==> config.mk <==
export PLATFORM = sky130hd
export DESIGN_NAME = bcd_timer_n
export DESIGN_NICKNAME = d
export VERILOG_FILES = /design/src/rtl/digital_clock_pkg.sv /design/src/rtl/bcd_timer_n_button_conditioner.sv /design/src/rtl/bcd_timer_n.sv
export SDC_FILE = /design/constraint.sdc
export NUM_CORES = 1
export LEC_CHECK = 0
export ABC_AREA = 1
export BUFFER_PORTS_ARGS = -buffer_cell sky130_fd_sc_hd__buf_4
export CAP_MARGIN = 20
export CORE_MARGIN = 1
export CORE_UTILIZATION = 50
export CTS_BUF_LIST = sky130_fd_sc_hd__clkbuf_8 sky130_fd_sc_hd__clkbuf_16
export DETAILED_ROUTE_END_ITERATION = 10
export GPL_TIMING_DRIVEN = 1
export HOLD_SLACK_MARGIN = 0.15
export PLACE_DENSITY = 0.69
export REMOVE_ABC_BUFFERS = 1
export SETUP_SLACK_MARGIN = 0.05
export SYNTH_ARGS = -nofsm -noshare
export SYNTH_HDL_FRONTEND = slang
export SYNTH_HIERARCHICAL = 1
export SYNTH_SLANG_ARGS = --single-unit
==> constraint.sdc <==
create_clock -name clk -period 3.35 [get_ports clk]
set_input_delay 0.67 -clock clk [delete_from_list [all_inputs] [get_ports clk]]
set_output_delay 0.67 -clock clk [all_outputs]
set_load 0.05 [all_outputs]
==> src/rtl/digital_clock_pkg.sv <==
// Shared constants and BCD helpers for the display-counting channels.
package digital_clock_pkg;

    localparam int unsigned BCD_W      = 4;
    localparam logic [3:0]  BLANK_CODE = 4'hF;

    localparam int unsigned BTN_NEXT   = 0;
    localparam int unsigned BTN_INC    = 1;
    localparam int unsigned BTN_DEC    = 2;
    localparam int unsigned BTN_COMMIT = 3;

    // Packed 8-digit BCD to binary.
    function automatic int unsigned bcd_to_bin(input logic [31:0] b);
        int unsigned t;
        t = 0;
        for (int i = 7; i >= 0; i--) begin
            t = t * 10 + 32'(b[4*i +: 4]);
        end
        return t;
    endfunction

    // Binary to packed 8-digit BCD, digit 0 in bits [3:0].
    function automatic logic [31:0] bin_to_bcd(input int unsigned v);
        logic [31:0] r;
        int unsigned t;
        r = '0;
        t = v;
        for (int i = 0; i < 8; i++) begin
            r[4*i +: 4] = 4'(t % 10);
            t = t / 10;
        end
        return r;
    endfunction

endpackage

==> src/rtl/bcd_timer_n_button_conditioner.sv <==
// Push-button conditioner: 2-FF sync, stability debounce, one pulse per accepted press.
module button_conditioner #(
    parameter int unsigned DEBOUNCE = 270000
) (
    input  logic clk,
    input  logic reset,
    input  logic raw,
    output logic pulse
);

    localparam int unsigned CW = (DEBOUNCE > 1) ? $clog2(DEBOUNCE) : 1;

    logic [1:0]    sync_q;
    logic          stable_q;
    logic [CW-1:0] cnt_q;
    logic          pressed_c;

    assign pressed_c = ~sync_q[1];

    // After reset a button reads as held until it has been seen released,
    // so a button held through reset never produces a pulse.
    always_ff @(posedge clk) begin
        if (reset) begin
            sync_q   <= 2'b00;
            stable_q <= 1'b1;
            cnt_q    <= '0;
            pulse    <= 1'b0;
        end else begin
            sync_q <= {sync_q[0], raw};
            pulse  <= 1'b0;
            if (pressed_c == stable_q) begin
                cnt_q <= '0;
            end else if (cnt_q == CW'(DEBOUNCE - 1)) begin
                cnt_q    <= '0;
                stable_q <= pressed_c;
                pulse    <= pressed_c;
            end else begin
                cnt_q <= cnt_q + CW'(1);
            end
        end
    end

endmodule

==> src/rtl/bcd_timer_n.sv <==
// N-digit BCD up/down timer with prescaler, wrap/saturate, per-digit edit and sticky TC LED.
module bcd_timer_n
    import digital_clock_pkg::*;
#(
    parameter int unsigned NUM_DIGITS = 3,
    parameter int unsigned MAX_VALUE  = 999,
    parameter int unsigned TICK_DIV   = 27000000,
    parameter int unsigned FLASH_DIV  = 13500000,
    parameter int unsigned DEBOUNCE   = 270000
) (
    input  logic                      clk,
    input  logic                      reset,
    input  logic                      enable,
    input  logic                      count_up,
    input  logic                      load,
    input  logic                      edit,
    input  logic                      wrap_en,
    input  logic [3:0]                buttons,
    output logic [4*NUM_DIGITS-1:0]   digits,
    output logic [4*NUM_DIGITS-1:0]   disp_digits,
    output logic                      tc_led,
    output logic [2:0]                sel_digit
);

    localparam int unsigned W  = BCD_W * NUM_DIGITS;
    localparam int unsigned PW = $clog2(TICK_DIV);
    localparam int unsigned FW = $clog2(FLASH_DIV);
    localparam logic [W-1:0] MAX_BCD = W'(bin_to_bcd(MAX_VALUE));

    logic [W-1:0]  count_q, shadow_q, disp_q;
    logic          tc_q, phase_q, edit_q;
    logic [2:0]    sel_q;
    logic [PW-1:0] presc_q;
    logic [FW-1:0] flash_q;
    logic [3:0]    pulse;

    logic [W-1:0]  inc_c, dec_c, shadow_edit_c, disp_edit_c, commit_val_c;
    logic [NUM_DIGITS-1:0] carry, borrow;
    logic          edit_rise_c, commit_c, tick_c;
    logic [2:0]    sel_next_c;
    logic [3:0]    sd;

    for (genvar b = 0; b < 4; b++) begin : g_btn
        button_conditioner #(.DEBOUNCE(DEBOUNCE)) u_btn (
            .clk   (clk),
            .reset (reset),
            .raw   (buttons[b]),
            .pulse (pulse[b])
        );
    end

    // Single-cycle BCD increment/decrement ripple across all digits.
    assign carry[0]  = 1'b1;
    assign borrow[0] = 1'b1;
    for (genvar g = 0; g < NUM_DIGITS; g++) begin : g_bcd
        logic [3:0] d;
        assign d = count_q[BCD_W*g +: BCD_W];
        assign inc_c[BCD_W*g +: BCD_W] = carry[g]  ? ((d == 4'd9) ? 4'd0 : d + 4'd1) : d;
        assign dec_c[BCD_W*g +: BCD_W] = borrow[g] ? ((d == 4'd0) ? 4'd9 : d - 4'd1) : d;
        if (g < NUM_DIGITS - 1) begin : g_chain
            assign carry[g+1]  = carry[g]  & (d == 4'd9);
            assign borrow[g+1] = borrow[g] & (d == 4'd0);
        end
    end

    assign edit_rise_c  = edit & ~edit_q;
    assign commit_c     = edit & (load | pulse[BTN_COMMIT]);
    assign tick_c       = ~edit & (presc_q == PW'(TICK_DIV - 1));
    assign sel_next_c   = (sel_q == 3'(NUM_DIGITS - 1)) ? 3'd0 : sel_q + 3'd1;
    // Valid BCD orders the same as binary, so the clamp compares BCD directly.
    assign commit_val_c = (shadow_q > MAX_BCD) ? MAX_BCD : shadow_q;

    // Selected-digit edit of the shadow and flashed display image.
    always_comb begin
        shadow_edit_c = shadow_q;
        disp_edit_c   = shadow_q;
        sd            = '0;
        for (int unsigned i = 0; i < NUM_DIGITS; i++) begin
            if (3'(i) == sel_q) begin
                sd = shadow_q[BCD_W*i +: BCD_W];
                if (pulse[BTN_INC]) begin
                    sd = (sd == 4'd9) ? 4'd0 : sd + 4'd1;
                end else if (pulse[BTN_DEC]) begin
                    sd = (sd == 4'd0) ? 4'd9 : sd - 4'd1;
                end
                shadow_edit_c[BCD_W*i +: BCD_W] = sd;
                if (!phase_q) begin
                    disp_edit_c[BCD_W*i +: BCD_W] = BLANK_CODE;
                end
            end
        end
    end

    always_ff @(posedge clk) begin
        if (reset) begin
            count_q  <= '0;
            shadow_q <= '0;
            disp_q   <= '0;
            tc_q     <= 1'b0;
            sel_q    <= 3'd0;
            presc_q  <= '0;
            flash_q  <= '0;
            phase_q  <= 1'b0;
            edit_q   <= 1'b0;
        end else begin
            edit_q <= edit;
            disp_q <= edit_q ? disp_edit_c : count_q;

            if (edit || commit_c || tick_c) begin
                presc_q <= '0;
            end else begin
                presc_q <= presc_q + PW'(1);
            end

            if (edit_rise_c || (|pulse)) begin
                flash_q <= '0;
                phase_q <= 1'b1;
            end else if (flash_q == FW'(FLASH_DIV - 1)) begin
                flash_q <= '0;
                phase_q <= ~phase_q;
            end else begin
                flash_q <= flash_q + FW'(1);
            end

            if (commit_c) begin
                count_q <= commit_val_c;
                tc_q    <= 1'b0;
            end else if (edit_rise_c) begin
                shadow_q <= count_q;
                sel_q    <= 3'd0;
            end else if (edit) begin
                if (pulse[BTN_NEXT]) begin
                    sel_q <= sel_next_c;
                end
                shadow_q <= shadow_edit_c;
            end else if (tick_c && enable) begin
                if (count_up) begin
                    if (count_q == MAX_BCD) begin
                        count_q <= wrap_en ? '0 : MAX_BCD;
                        tc_q    <= 1'b1;
                    end else begin
                        count_q <= inc_c;
                    end
                end else begin
                    if (count_q == '0) begin
                        count_q <= wrap_en ? MAX_BCD : '0;
                        tc_q    <= 1'b1;
                    end else begin
                        count_q <= dec_c;
                    end
                end
            end
        end
    end

    assign digits      = count_q;
    assign disp_digits = disp_q;
    assign tc_led      = tc_q;
    assign sel_digit   = sel_q;

endmodule

==> qor.csv, run 1 <==
metric,value,unit
Max transition margin,0.609,
Crit Path Category,flip-flop to flip-flop,
Worst setup EP type,flip-flop,
via density per instance,5.04,
Inserted Diodes,0,
P&R area growth vs syn,10.6,%
register bit total from synthesis,183,
vias in the first global route,7718,
worst reg2reg path depth,8,
Sink Count,183,
"commonest non-fill, non-tap cell in the layout",nand2_1,
Post-synth EDFFs,0,
Num CTS Buffers,17,
maxcap violations,0,
Root Driver,clkbuf_16,
RSZ-0062 raised after global routing,false,
compound-cell area share of the yosys netlist,0.0911,
worst-case vdd ir drop,341,uV
Max stage delay on crit path,0.69,ns
period utilization,0.682,
Final Critical Period,2.28,ns
layout cell share with drive strength beyond 1,0.112,
I/O pin count,39,
vias,8867,
Clock Power Share,0.427,
WL/cell,11.9,um
Post-Synthesis Cells,1448,
Clock Skew,0.00877,ns
family with the most delay on the worst path,simple AND/OR/NAND/NOR gates,
"CTS clk-pin slew, worst paths",0.07,ns
initial antenna violation count,0,
WP buf/inv,2,
multi-input logic area,0.00535,mm2
CTS Hold Bufs,0,
post-CTS setup buffers,0,
port bufs,38,
Least-Margin Pin Slew,0.584,ns
Fillers,1865,
die footprint,0.0204,mm2
largest family of logic cells by synthesized area,simple AND/OR/NAND/NOR gates,
maximum clock frequency,438,MHz
Setup crit end,flash_q[22]$_SDFF_PP0_,
"Slew Viols, Final",0,
syn avg cell area,6.84,um2
Core ar.,0.0195,mm2
sw power,0.00118,W
Sw Ratio,0.257,
Arrival @ worst endpoint,2.63,ns
Die Wd,143,um
Internal Pwr Total,0.00342,W
gr ovfl total,0,
startpoint types,flip-flop,
worst-path cell chain,"inv_2, nand2_4, nand2_2, nor2_2, nand3_1, clkinv_1, nand3_2, nor3b_1",
number of DRC markers in iteration 0,548,
final hold vios,0,
simple-gate share of the synthesized area,0.369,
synth unique cells,45,
fraction of registers with async set/reset,0,
CTS tree,done,
total global-route track usage,0.216,
clk buf depth,2,
final WL,21000,um
first-pass GRT wire length,35500,um
FP Rows,51,
Layout Nets,1509,
DP Cell Count,1729,
worst hold path depth,2,
clk_lat worst skew,0.43,ns
ys flop type,dfxtp_1,
CP required,3.70,ns
most frequent cells in the layout,"327 x nand2_1, 234 x nor2_1, 183 x dfxtp_1",
P per Cell Area,421,mW/mm2
r2r setup slk,1.07,ns
LEAKAGE,4.20,nW
Non-Filler Instances,1761,
Hold Path Class,flip-flop to flip-flop,
sequential fraction of the synthesis area,0.370,
FF+latch area,0.00366,mm2
DRC Markers,0,
status,completed,
setup TNS,0,ns
RD Place Congestion,0.868,
post-synthesis mux area share,0,
CTS H-tree depth,4,
DRT Pass-1 Iters,5,
CP max FO,24,
Synth Area in Adders,0.0190,
CTS resizes,0,
CP startpoint,edit_q$_SDFF_PP0_,
XOR/XNOR Fraction of Synth Area,0.0610,
pin count of the biggest net entering global routing,32,
Die H,143,um
DP HPWL,15700,um
Crit-path slowest cell,dfxtp_1,
capturing point of the worst reg2reg path,flash_q[22]$_SDFF_PP0_,
post-route ant nets,0,
YS warnings,6,
Levels on crit path,8,
r2r startpoint,edit_q$_SDFF_PP0_,
mapped cell area,0.00990,mm2
Combinational Power Share,0.084,
setup violators final,0,
Sequential Power Share,0.489,
initial core utilization,0.509,
how the worst min path moves through the flow:
| stage | start | to | slack [ns] |
|---|---|---|---|
| after floorplan | g_btn[0].u_btn/sync_q[0]$_SDFF_PP0_ | g_btn[0].u_btn/sync_q[1]$_SDFF_PP0_ | 0.39 |
| after detailed placement | g_btn[3].u_btn/sync_q[0]$_SDFF_PP0_ | g_btn[3].u_btn/sync_q[1]$_SDFF_PP0_ | 0.40 |
| final | g_btn[1].u_btn/sync_q[0]$_SDFF_PP0_ | g_btn[1].u_btn/sync_q[1]$_SDFF_PP0_ | 0.40 |
| after global routing | g_btn[2].u_btn/sync_q[0]$_SDFF_PP0_ | g_btn[2].u_btn/sync_q[1]$_SDFF_PP0_ | 0.43 |
| after global placement | g_btn[0].u_btn/sync_q[0]$_SDFF_PP0_ | g_btn[0].u_btn/sync_q[1]$_SDFF_PP0_ | 0.39 |
| after CTS | g_btn[3].u_btn/sync_q[0]$_SDFF_PP0_ | g_btn[3].u_btn/sync_q[1]$_SDFF_PP0_ | 0.40 |
cells in the mapped netlist (7+ instances only):
cell type,n,area (um2)
inv_2,13,48.8
nor3_1,21,105
nand4_1,23,144
xor2_1,44,385
or2_2,7,43.8
nand3_2,9,90.1
dfxtp_1,183,3660
inv_1,179,672
nand3_1,89,445
o21ai_0,71,355
nand2_2,12,75.1
xnor2_1,25,219
nor2_2,24,150
nor2_4,16,180
nand2_1,327,1230
a31oi_1,18,113
clkbuf_1,8,30.0
a21oi_1,55,275
ha_1,15,188
nor2_1,234,878
stage by stage:
step | util | total power [W] | hold WS, ns | setup WS [ns] | cell area (um2)
global placement | 0.533 | 0.00268 | 0.394 | 1.16 | 10400
finish | 0.563 | 0.00461 | 0.402 | 1.07 | 11000
global route | 0.563 | 0.00480 | 0.429 | 0.780 | 11000
floorplan | - | 0.00257 | 0.388 | 1.40 | 9740
CTS | 0.563 | 0.00465 | 0.405 | 1.08 | 11000
detailed placement | 0.533 | 0.00269 | 0.395 | 1.09 | 10400
worst register-to-register path, cell delays in order, from the launching register on:
cell	delay, ns
dfxtp_1	0.69
inv_2	0.17
nand2_4	0.21
nand2_2	0.11
nor2_2	0.11
nand3_1	0.09
clkinv_1	0.09
nand3_2	0.41
nor3b_1	0.31
metal layers:
metal  vias to the layer above  global-route usage  share of wire  wire length, um
met4                         0              0.0651          0.014              297
met1                      3971               0.301           0.50            10500
met2                       210               0.335           0.44             9150
met3                        23              0.0402          0.050             1050
met5                         -                   0              0                0
li1                       4663                   -              -                -
logic make-up (layout without fill, tap and decap cells):
kind of cell               after synthesis  count (layout)
AOI/OAI and AO/OA                      165             165
xor gates and xnor gates                69              69
adders and majority gates               15              15
and+or+nand+nor                        799             799
buffers and inverters                  217             265
DFF                                    183             183
flip-flops by register name, summed over array words and instances (netlist names), 3 cells and up:
register	cells
g_btn.u_btn/cnt_q	76
presc_q	25
flash_q	24
digits	12
disp_digits	12
shadow_q	12
g_btn.u_btn/sync_q	8
g_btn.u_btn/pulse	4
g_btn.u_btn/stable_q	4
sel_digit	3
area by class of cell:
type	count	area share
Sequential cell	183	0.335
Clock buffer	20	0.0426
Multi-Input combinational cell	1048	0.489
Timing Repair Buffer	39	0.0267
Inverter	194	0.0665
Clock inverter	12	0.0106
Tap cell	265	0.0303
power by group through the flow:
stage	Clock (W)	Combinational, W	Sequential, W
finish	0.00197	0.000386	0.00225
floorplan	0	0.000210	0.00236
CTS	0.00202	0.000385	0.00225
global route	0.00211	0.000430	0.00226
detailed placement	0	0.000383	0.00230
global placement	0	0.000380	0.00230
Note: power is estimated with default switching activity, not from simulation.
==> run 2, diff against run 1 <==
==> constraint.sdc (replaced) <==
create_clock -name clk -period 2.3 [get_ports clk]
set_input_delay 0.46 -clock clk [delete_from_list [all_inputs] [get_ports clk]]
set_output_delay 0.46 -clock clk [all_outputs]
set_load 0.05 [all_outputs]
==> run 2 against run 1 <==
Compared with the run above: die area stayed put; maximum frequency is 25% higher; global-route usage is 0.62 points higher; core utilization is 0.62 points higher; via count hardly changed; worst setup slack worse by 0.60 ns; sequential share of layout area is 0.36 points lower; final area is 1.1% higher; critical path depth is 3 higher; largest cell class unchanged; highest routed layer unchanged.
==> qor.csv, run 2 (synthesis gave the netlist of run 1 again) <==
metric,value,unit,change
status,completed,,unchanged
Regs by FF count,"g_btn.u_btn/cnt_q x76, presc_q x25, flash_q x24",,unchanged
Worst setup EP type,flip-flop,,unchanged
Crit-path slowest cell,dfxtp_1,,unchanged
P per Cell Area,636,mW/mm2,was 421 mW/mm2
Sink Count,183,,unchanged
DRC Markers,0,,unchanged
Die Wd,143,um,unchanged
"Slew Viols, Final",0,,unchanged
gr ovfl total,0,,unchanged
CP max FO,10,,was 24
layout cell share with drive strength beyond 1,0.115,,was 0.112
total global-route track usage,0.222,,was 0.216
clk_lat worst skew,0.43,ns,about the same
"commonest non-fill, non-tap cell in the layout",nand2_1,,unchanged
port bufs,38,,unchanged
LEAKAGE,4.28,nW,was 4.20 nW
startpoint types,flip-flop,,unchanged
Num CTS Buffers,17,,unchanged
worst hold path depth,3,,was 2
Max stage delay on crit path,0.55,ns,was 0.69 ns
setup violators final,0,,unchanged
maxcap violations,0,,unchanged
period utilization,0.797,,was 0.682
pre-CTS WS,0.301,ns,was 1.09 ns
Inserted Diodes,0,,unchanged
post-CTS setup buffers,0,,unchanged
WP buf/inv,2,,unchanged
Pwr Total,0.00704,W,was 0.00461 W
Least-Margin Pin Slew,0.566,ns,was 0.584 ns
CTS H-tree depth,4,,unchanged
Fillers,1871,,"was 1,865"
most frequent cells in the layout,"327 x nand2_1, 234 x nor2_1, 183 x dfxtp_1",,unchanged
hold endpoint,g_btn[2].u_btn/sync_q[0]$_SDFF_PP0_,,was g_btn[1].u_btn/sync_q[1]$_SDFF_PP0_
setup TNS,0,ns,unchanged
Max transition margin,0.621,,was 0.609
Arrival @ worst endpoint,2.16,ns,was 2.63 ns
clk buf depth,2,,unchanged
Final Critical Period,1.83,ns,was 2.28 ns
number of DRC markers in iteration 0,526,,was 548
I/O pin count,39,,unchanged
die footprint,0.0204,mm2,unchanged
worst reg2reg path depth,11,,was 8
post-route ant nets,0,,unchanged
r2r startpoint,digits[0]$_SDFFE_PP0P_,,was edit_q$_SDFF_PP0_
CP most frequent cell,nand2_1,,
Layout Nets,1516,,"was 1,509"
P&R area growth vs syn,11.8,%,was 10.6%
DRT Pass-1 Iters,5,,unchanged
Crit Path Category,flip-flop to flip-flop,,unchanged
CTS resizes,0,,unchanged
CP required,2.62,ns,was 3.70 ns
final hold vios,0,,unchanged
"Most flops, register",g_btn.u_btn/cnt_q,,unchanged
final worst-path setup slack,0.467,ns,was 1.07 ns
maximum clock frequency,546,MHz,was 438 MHz
Clock Skew,0.00897,ns,was 0.00877 ns
final hold slack,0.240,ns,was 0.402 ns
vias in the first global route,8020,,"was 7,718"
Root Driver,clkbuf_16,,unchanged
Largest register FFs,76,,unchanged
Die H,143,um,unchanged
FP Rows,51,,unchanged
final WL,21200,um,"was 21,000 um"
Core ar.,0.0195,mm2,unchanged
CTS Hold Bufs,0,,unchanged
Hold Path Class,primary input to flip-flop,,was flip-flop to flip-flop
r2r setup slk,0.47,ns,was 1.07 ns
first-pass GRT wire length,36600,um,"was 35,500 um"
worst-case vdd ir drop,449,uV,was 341 uV
min-delay src,buttons[2],,was g_btn[1].u_btn/sync_q[0]$_SDFF_PP0_
RD Place Congestion,0.857,,was 0.868
RSZ-0062 raised after global routing,false,,unchanged
initial core utilization,0.509,,unchanged
family with the most delay on the worst path,simple AND/OR/NAND/NOR gates,,unchanged
worst-path cell chain,"inv_1, ha_1, nand3_1, nor2_2, nand3_1, nand2_1, nand3b_1, nand2_1, nand2_1, inv_1, nor2_2",,"was inv_2, nand2_4, nand2_2, nor2_2, nand3_1, clkinv_1, nand3_2, nor3b_1"
initial antenna violation count,0,,unchanged
WL/cell,12.0,um,was 11.9 um
via density per instance,5.01,,was 5.04
"CTS clk-pin slew, worst paths",0.07,ns,about the same
vias,8861,,"was 8,867"
capturing point of the worst reg2reg path,digits[7]$_SDFFE_PP0P_,,was flash_q[22]$_SDFF_PP0_
CTS tree,done,,unchanged
pin count of the biggest net entering global routing,32,,unchanged
DP HPWL,15500,um,"was 15,700 um"
run 2: cell count changes in the layout (fill, tap and decap cells not counted):
cell        delta
clkbuf_8       +1
inv_1          +1
clkinv_4       -1
clkinvlp_4     -1
inv_6          -4
bufinv_16      +3
inv_8          +1
buf_4          +7
run 2: worst max path at each step:
| stage | start | endpoint | slack [ns] | cells past startpoint |
|---|---|---|---|---|
| after floorplan | digits[8]$_SDFFE_PP0P_ | digits[7]$_SDFFE_PP0P_ | 0.35 | 11 |
| after global placement | edit | flash_q[20]$_SDFF_PP0_ | 0.34 | 8 |
| after detailed placement | edit | flash_q[2]$_SDFF_PP0_ | 0.30 | 8 |
| after CTS | edit_q$_SDFF_PP0_ | flash_q[20]$_SDFF_PP0_ | 0.45 | 8 |
| after global routing | edit_q$_SDFF_PP0_ | flash_q[20]$_SDFF_PP0_ | 0.21 | 8 |
| final | digits[0]$_SDFFE_PP0P_ | digits[7]$_SDFFE_PP0P_ | 0.47 | 11 |
run 2: report_power, final:
part	total, W	switching [W]	leakage, nW	internal [W]
Clock	0.00318	0.00125	0.322	0.00194
Sequential	0.00327	0.0000539	1.48	0.00322
Combinational	0.000582	0.000400	2.47	0.000182
run 2: routing by layer:
layer	part of all wire	global-route usage	vias up
li1	-	-	4671
met1	0.49	0.291	3965
met2	0.45	0.369	201
met4	0.015	0.0707	0
met5	0	0	-
met3	0.041	0.0379	24
run 2: final cells by class:
cell class / count / area, um2 / share of cell area
flip-flops and latches: 183 / 3660 / 0.331
repair buffers: 46 / 345 / 0.0312
multi-input cells: 1048 / 5350 / 0.483
clock buffers: 21 / 480 / 0.0434
well taps: 265 / 332 / 0.0300
clock inverters: 11 / 170 / 0.0154
inverters: 194 / 728 / 0.0658
run 2: worst min-delay path, cell delays in order:
cell and delay, ns:
buf_4 0.07, inv_1 0.03, nor2_1 0.07
run 2: metrics by stage:
step | instances | cell area [um2] | utilization
floorplan | 1425 | 9740 | -
global placement | 1736 | 10400 | 0.535
detailed placement | 1736 | 10400 | 0.535
CTS | 1768 | 11100 | 0.569
global route | 1768 | 11100 | 0.569
finish | 1768 | 11100 | 0.569
==> run 3, diff against run 2 <==
==> constraint.sdc (replaced) <==
create_clock -name clk -period 1.8 [get_ports clk]
set_input_delay 0.36 -clock clk [delete_from_list [all_inputs] [get_ports clk]]
set_output_delay 0.36 -clock clk [all_outputs]
set_load 0.05 [all_outputs]
==> run 3 against run 2 <==
Compared with the run above: sequential share of layout area fell by 0.87 points; register-to-register slack got worse by 0.29 ns; global-route usage hardly changed; critical path depth grew 2; combinational power is 43% higher; core utilization increased by 1.6 points; worst setup slack got worse by 0.29 ns; first-iteration DRC count grew 20%; final area up 2.9%; clock skew is 0.0013 ns higher; cell count grew 1.2%; total power increased by 30%; critical endpoint unchanged; largest cell class unchanged; highest routed layer unchanged.
==> qor.csv, run 3 (synthesis gave the netlist of run 1 again) <==
metric,value,unit,change
multi-input logic area,0.00544,mm2,was 0.00535 mm2
Layout Nets,1537,,"was 1,516"
post-route ant nets,0,,unchanged
Clock Power Share,0.454,,was 0.452
Hold Path Class,primary input to flip-flop,,unchanged
clk_lat worst skew,0.44,ns,was 0.43 ns
Root Driver,clkbuf_16,,unchanged
Crit Path Category,flip-flop to flip-flop,,unchanged
FF+latch area,0.00367,mm2,was 0.00366 mm2
"Most flops, register",g_btn.u_btn/cnt_q,,unchanged
RSZ-0062 raised after global routing,true,,was false
final core utilization,0.585,,was 0.569
CP most frequent cell,nand2_1,,unchanged
placed instance area,0.0106,mm2,was 0.0104 mm2
status,completed,,unchanged
I/O pin count,39,,unchanged
Internal Pwr Total,0.00690,W,was 0.00534 W
clk buf depth,2,,unchanged
gr ovfl total,0,,unchanged
DRC Markers,0,,unchanged
Regs by FF count,"g_btn.u_btn/cnt_q x76, presc_q x25, flash_q x24",,unchanged
P&R area growth vs syn,15.0,%,was 11.8%
CP required,2.13,ns,was 2.62 ns
Max stage delay on crit path,0.34,ns,was 0.55 ns
vias,8883,,"was 8,861"
die footprint,0.0204,mm2,unchanged
Arrival @ worst endpoint,1.95,ns,was 2.16 ns
FP Rows,51,,unchanged
Final Cell Area,0.0114,mm2,was 0.0111 mm2
Crit-path slowest cell,dfxtp_1,,unchanged
CTS H-tree depth,4,,unchanged
period utilization,0.902,,was 0.797
setup TNS,0,ns,unchanged
most frequent cells in the layout,"327 x nand2_1, 234 x nor2_1, 180 x dfxtp_1",,"was 327 x nand2_1, 234 x nor2_1, 183 x dfxtp_1"
initial core utilization,0.509,,unchanged
sw power,0.00225,W,was 0.00170 W
worst-case vdd ir drop,600,uV,was 449 uV
WL/cell,12.0,um,about the same
Num CTS Buffers,17,,unchanged
Core ar.,0.0195,mm2,unchanged
port bufs,38,,unchanged
setup violators final,0,,unchanged
Sequential Power Share,0.455,,was 0.465
final WL,21400,um,"was 21,200 um"
Worst setup EP type,flip-flop,,unchanged
Largest register FFs,76,,unchanged
P per Cell Area,804,mW/mm2,was 636 mW/mm2
RD Place Congestion,0.924,,was 0.857
WP buf/inv,3,,was 2
"CTS clk-pin slew, worst paths",0.07,ns,about the same
Clock Skew,0.0103,ns,was 0.00897 ns
Max transition margin,0.686,,was 0.621
DRT Pass-1 Iters,5,,unchanged
maximum clock frequency,616,MHz,was 546 MHz
vias in the first global route,7991,,"was 8,020"
DP HPWL,15800,um,"was 15,500 um"
Pwr Total,0.00915,W,was 0.00704 W
Final Critical Period,1.62,ns,was 1.83 ns
final hold vios,0,,unchanged
first-pass GRT wire length,36700,um,"was 36,600 um"
Die H,143,um,unchanged
Inserted Diodes,0,,unchanged
startpoint types,flip-flop,,unchanged
pin count of the biggest net entering global routing,34,,was 32
via density per instance,4.97,,was 5.01
maxcap violations,0,,unchanged
Combinational Power Share,0.091,,was 0.083
Fillers,1797,,"was 1,871"
CTS tree,done,,unchanged
"Slew Viols, Final",0,,unchanged
family with the most delay on the worst path,simple AND/OR/NAND/NOR gates,,unchanged
layout cell share with drive strength beyond 1,0.135,,was 0.115
"commonest non-fill, non-tap cell in the layout",nand2_1,,unchanged
Sw Ratio,0.246,,was 0.241
total global-route track usage,0.222,,about the same
Sink Count,183,,unchanged
Die Wd,143,um,unchanged
number of DRC markers in iteration 0,632,,was 526
LEAKAGE,4.41,nW,was 4.28 nW
CP max FO,5,,was 10
Least-Margin Pin Slew,0.467,ns,was 0.566 ns
worst-path cell chain,"inv_1, ha_2, nand3_2, nor2_4, nand2_1, nand2_1, inv_1, nand2_1, nand3b_1, nand2_1, nand2_1, inv_1, nor2_2",,"was inv_1, ha_1, nand3_1, nor2_2, nand3_1, nand2_1, nand3b_1, nand2_1, nand2_1, inv_1, nor2_2"
initial antenna violation count,0,,unchanged
[run 3: cell count changes in the layout (fill, tap and decap cells not counted), sizes merged]
cell         previous run  this run
buf                    46        62
dlygate4sd3             0         4
clkinv                  6         3
inv                   194       197
nand2                 344       345
[run 3: what timing repair did]
| item | CTS | global route |
|---|---|---|
| endpoints found under the setup margin | 0 | 37 |
| endpoints found under the hold margin | 4 | 0 |
| hold buffers | 4 | 0 |
| gates resized for setup | 0 | 22 |
| setup buffers | 0 | 0 |
[run 3: area by class of cell]
| cell class | count | area share |
|---|---|---|
| Inverter | 194 | 0.0639 |
| Clock buffer | 21 | 0.0422 |
| Tap cell | 265 | 0.0291 |
| Timing Repair Buffer | 66 | 0.0488 |
| Multi-Input combinational cell | 1049 | 0.478 |
| Clock inverter | 11 | 0.0160 |
| Sequential cell | 183 | 0.322 |
[run 3: tightest hold or removal path, cell delays in order]
cell and delay, ns:
buf_4 0.13, inv_2 0.08, nor2_1 0.08
[run 3: path summary, 6_finish.rpt]
kind | start | to | slack (ns) | depth (start not counted)
setup / recovery | digits[0]$_SDFFE_PP0P_ | digits[7]$_SDFFE_PP0P_ | 0.18 | 13
hold / removal | edit | edit_q$_SDFF_PP0_ | 0.27 | 3
setup reg to reg | digits[0]$_SDFFE_PP0P_ | digits[7]$_SDFFE_PP0P_ | 0.18 | 13
hold reg to reg | g_btn[0].u_btn/sync_q[0]$_SDFF_PP0_ | g_btn[0].u_btn/sync_q[1]$_SDFF_PP0_ | 0.40 | 2
[run 3: metal layers]
metal  part of all wire  wire, um  global-route usage
met5                  0         0                   0
met3              0.049      1060              0.0439
met2               0.45      9580               0.361
met1               0.49     10500               0.300
met4              0.011       246              0.0532
[run 3: per-stage QoR]
| stage | setup WS [ns] | cells | hold slack, ns |
|---|---|---|---|
| floorplan | -0.148 | 1425 | 0.388 |
| global placement | 0.168 | 1752 | 0.392 |
| detailed placement | 0.126 | 1752 | 0.397 |
| CTS | 0.106 | 1788 | 0.244 |
| global route | 0.0273 | 1789 | 0.253 |
| finish | 0.176 | 1789 | 0.266 |
[run 3: power groups by stage]
stage | clock network [W] | registers [W] | logic [W]
final | 0.00416 | 0.00416 | 0.000832
after global routing | 0.00444 | 0.00417 | 0.000918
after CTS | 0.00427 | 0.00416 | 0.000813
after detailed placement | 0 | 0.00425 | 0.000803
after global placement | 0 | 0.00425 | 0.000799
after floorplan | 0 | 0.00438 | 0.000390
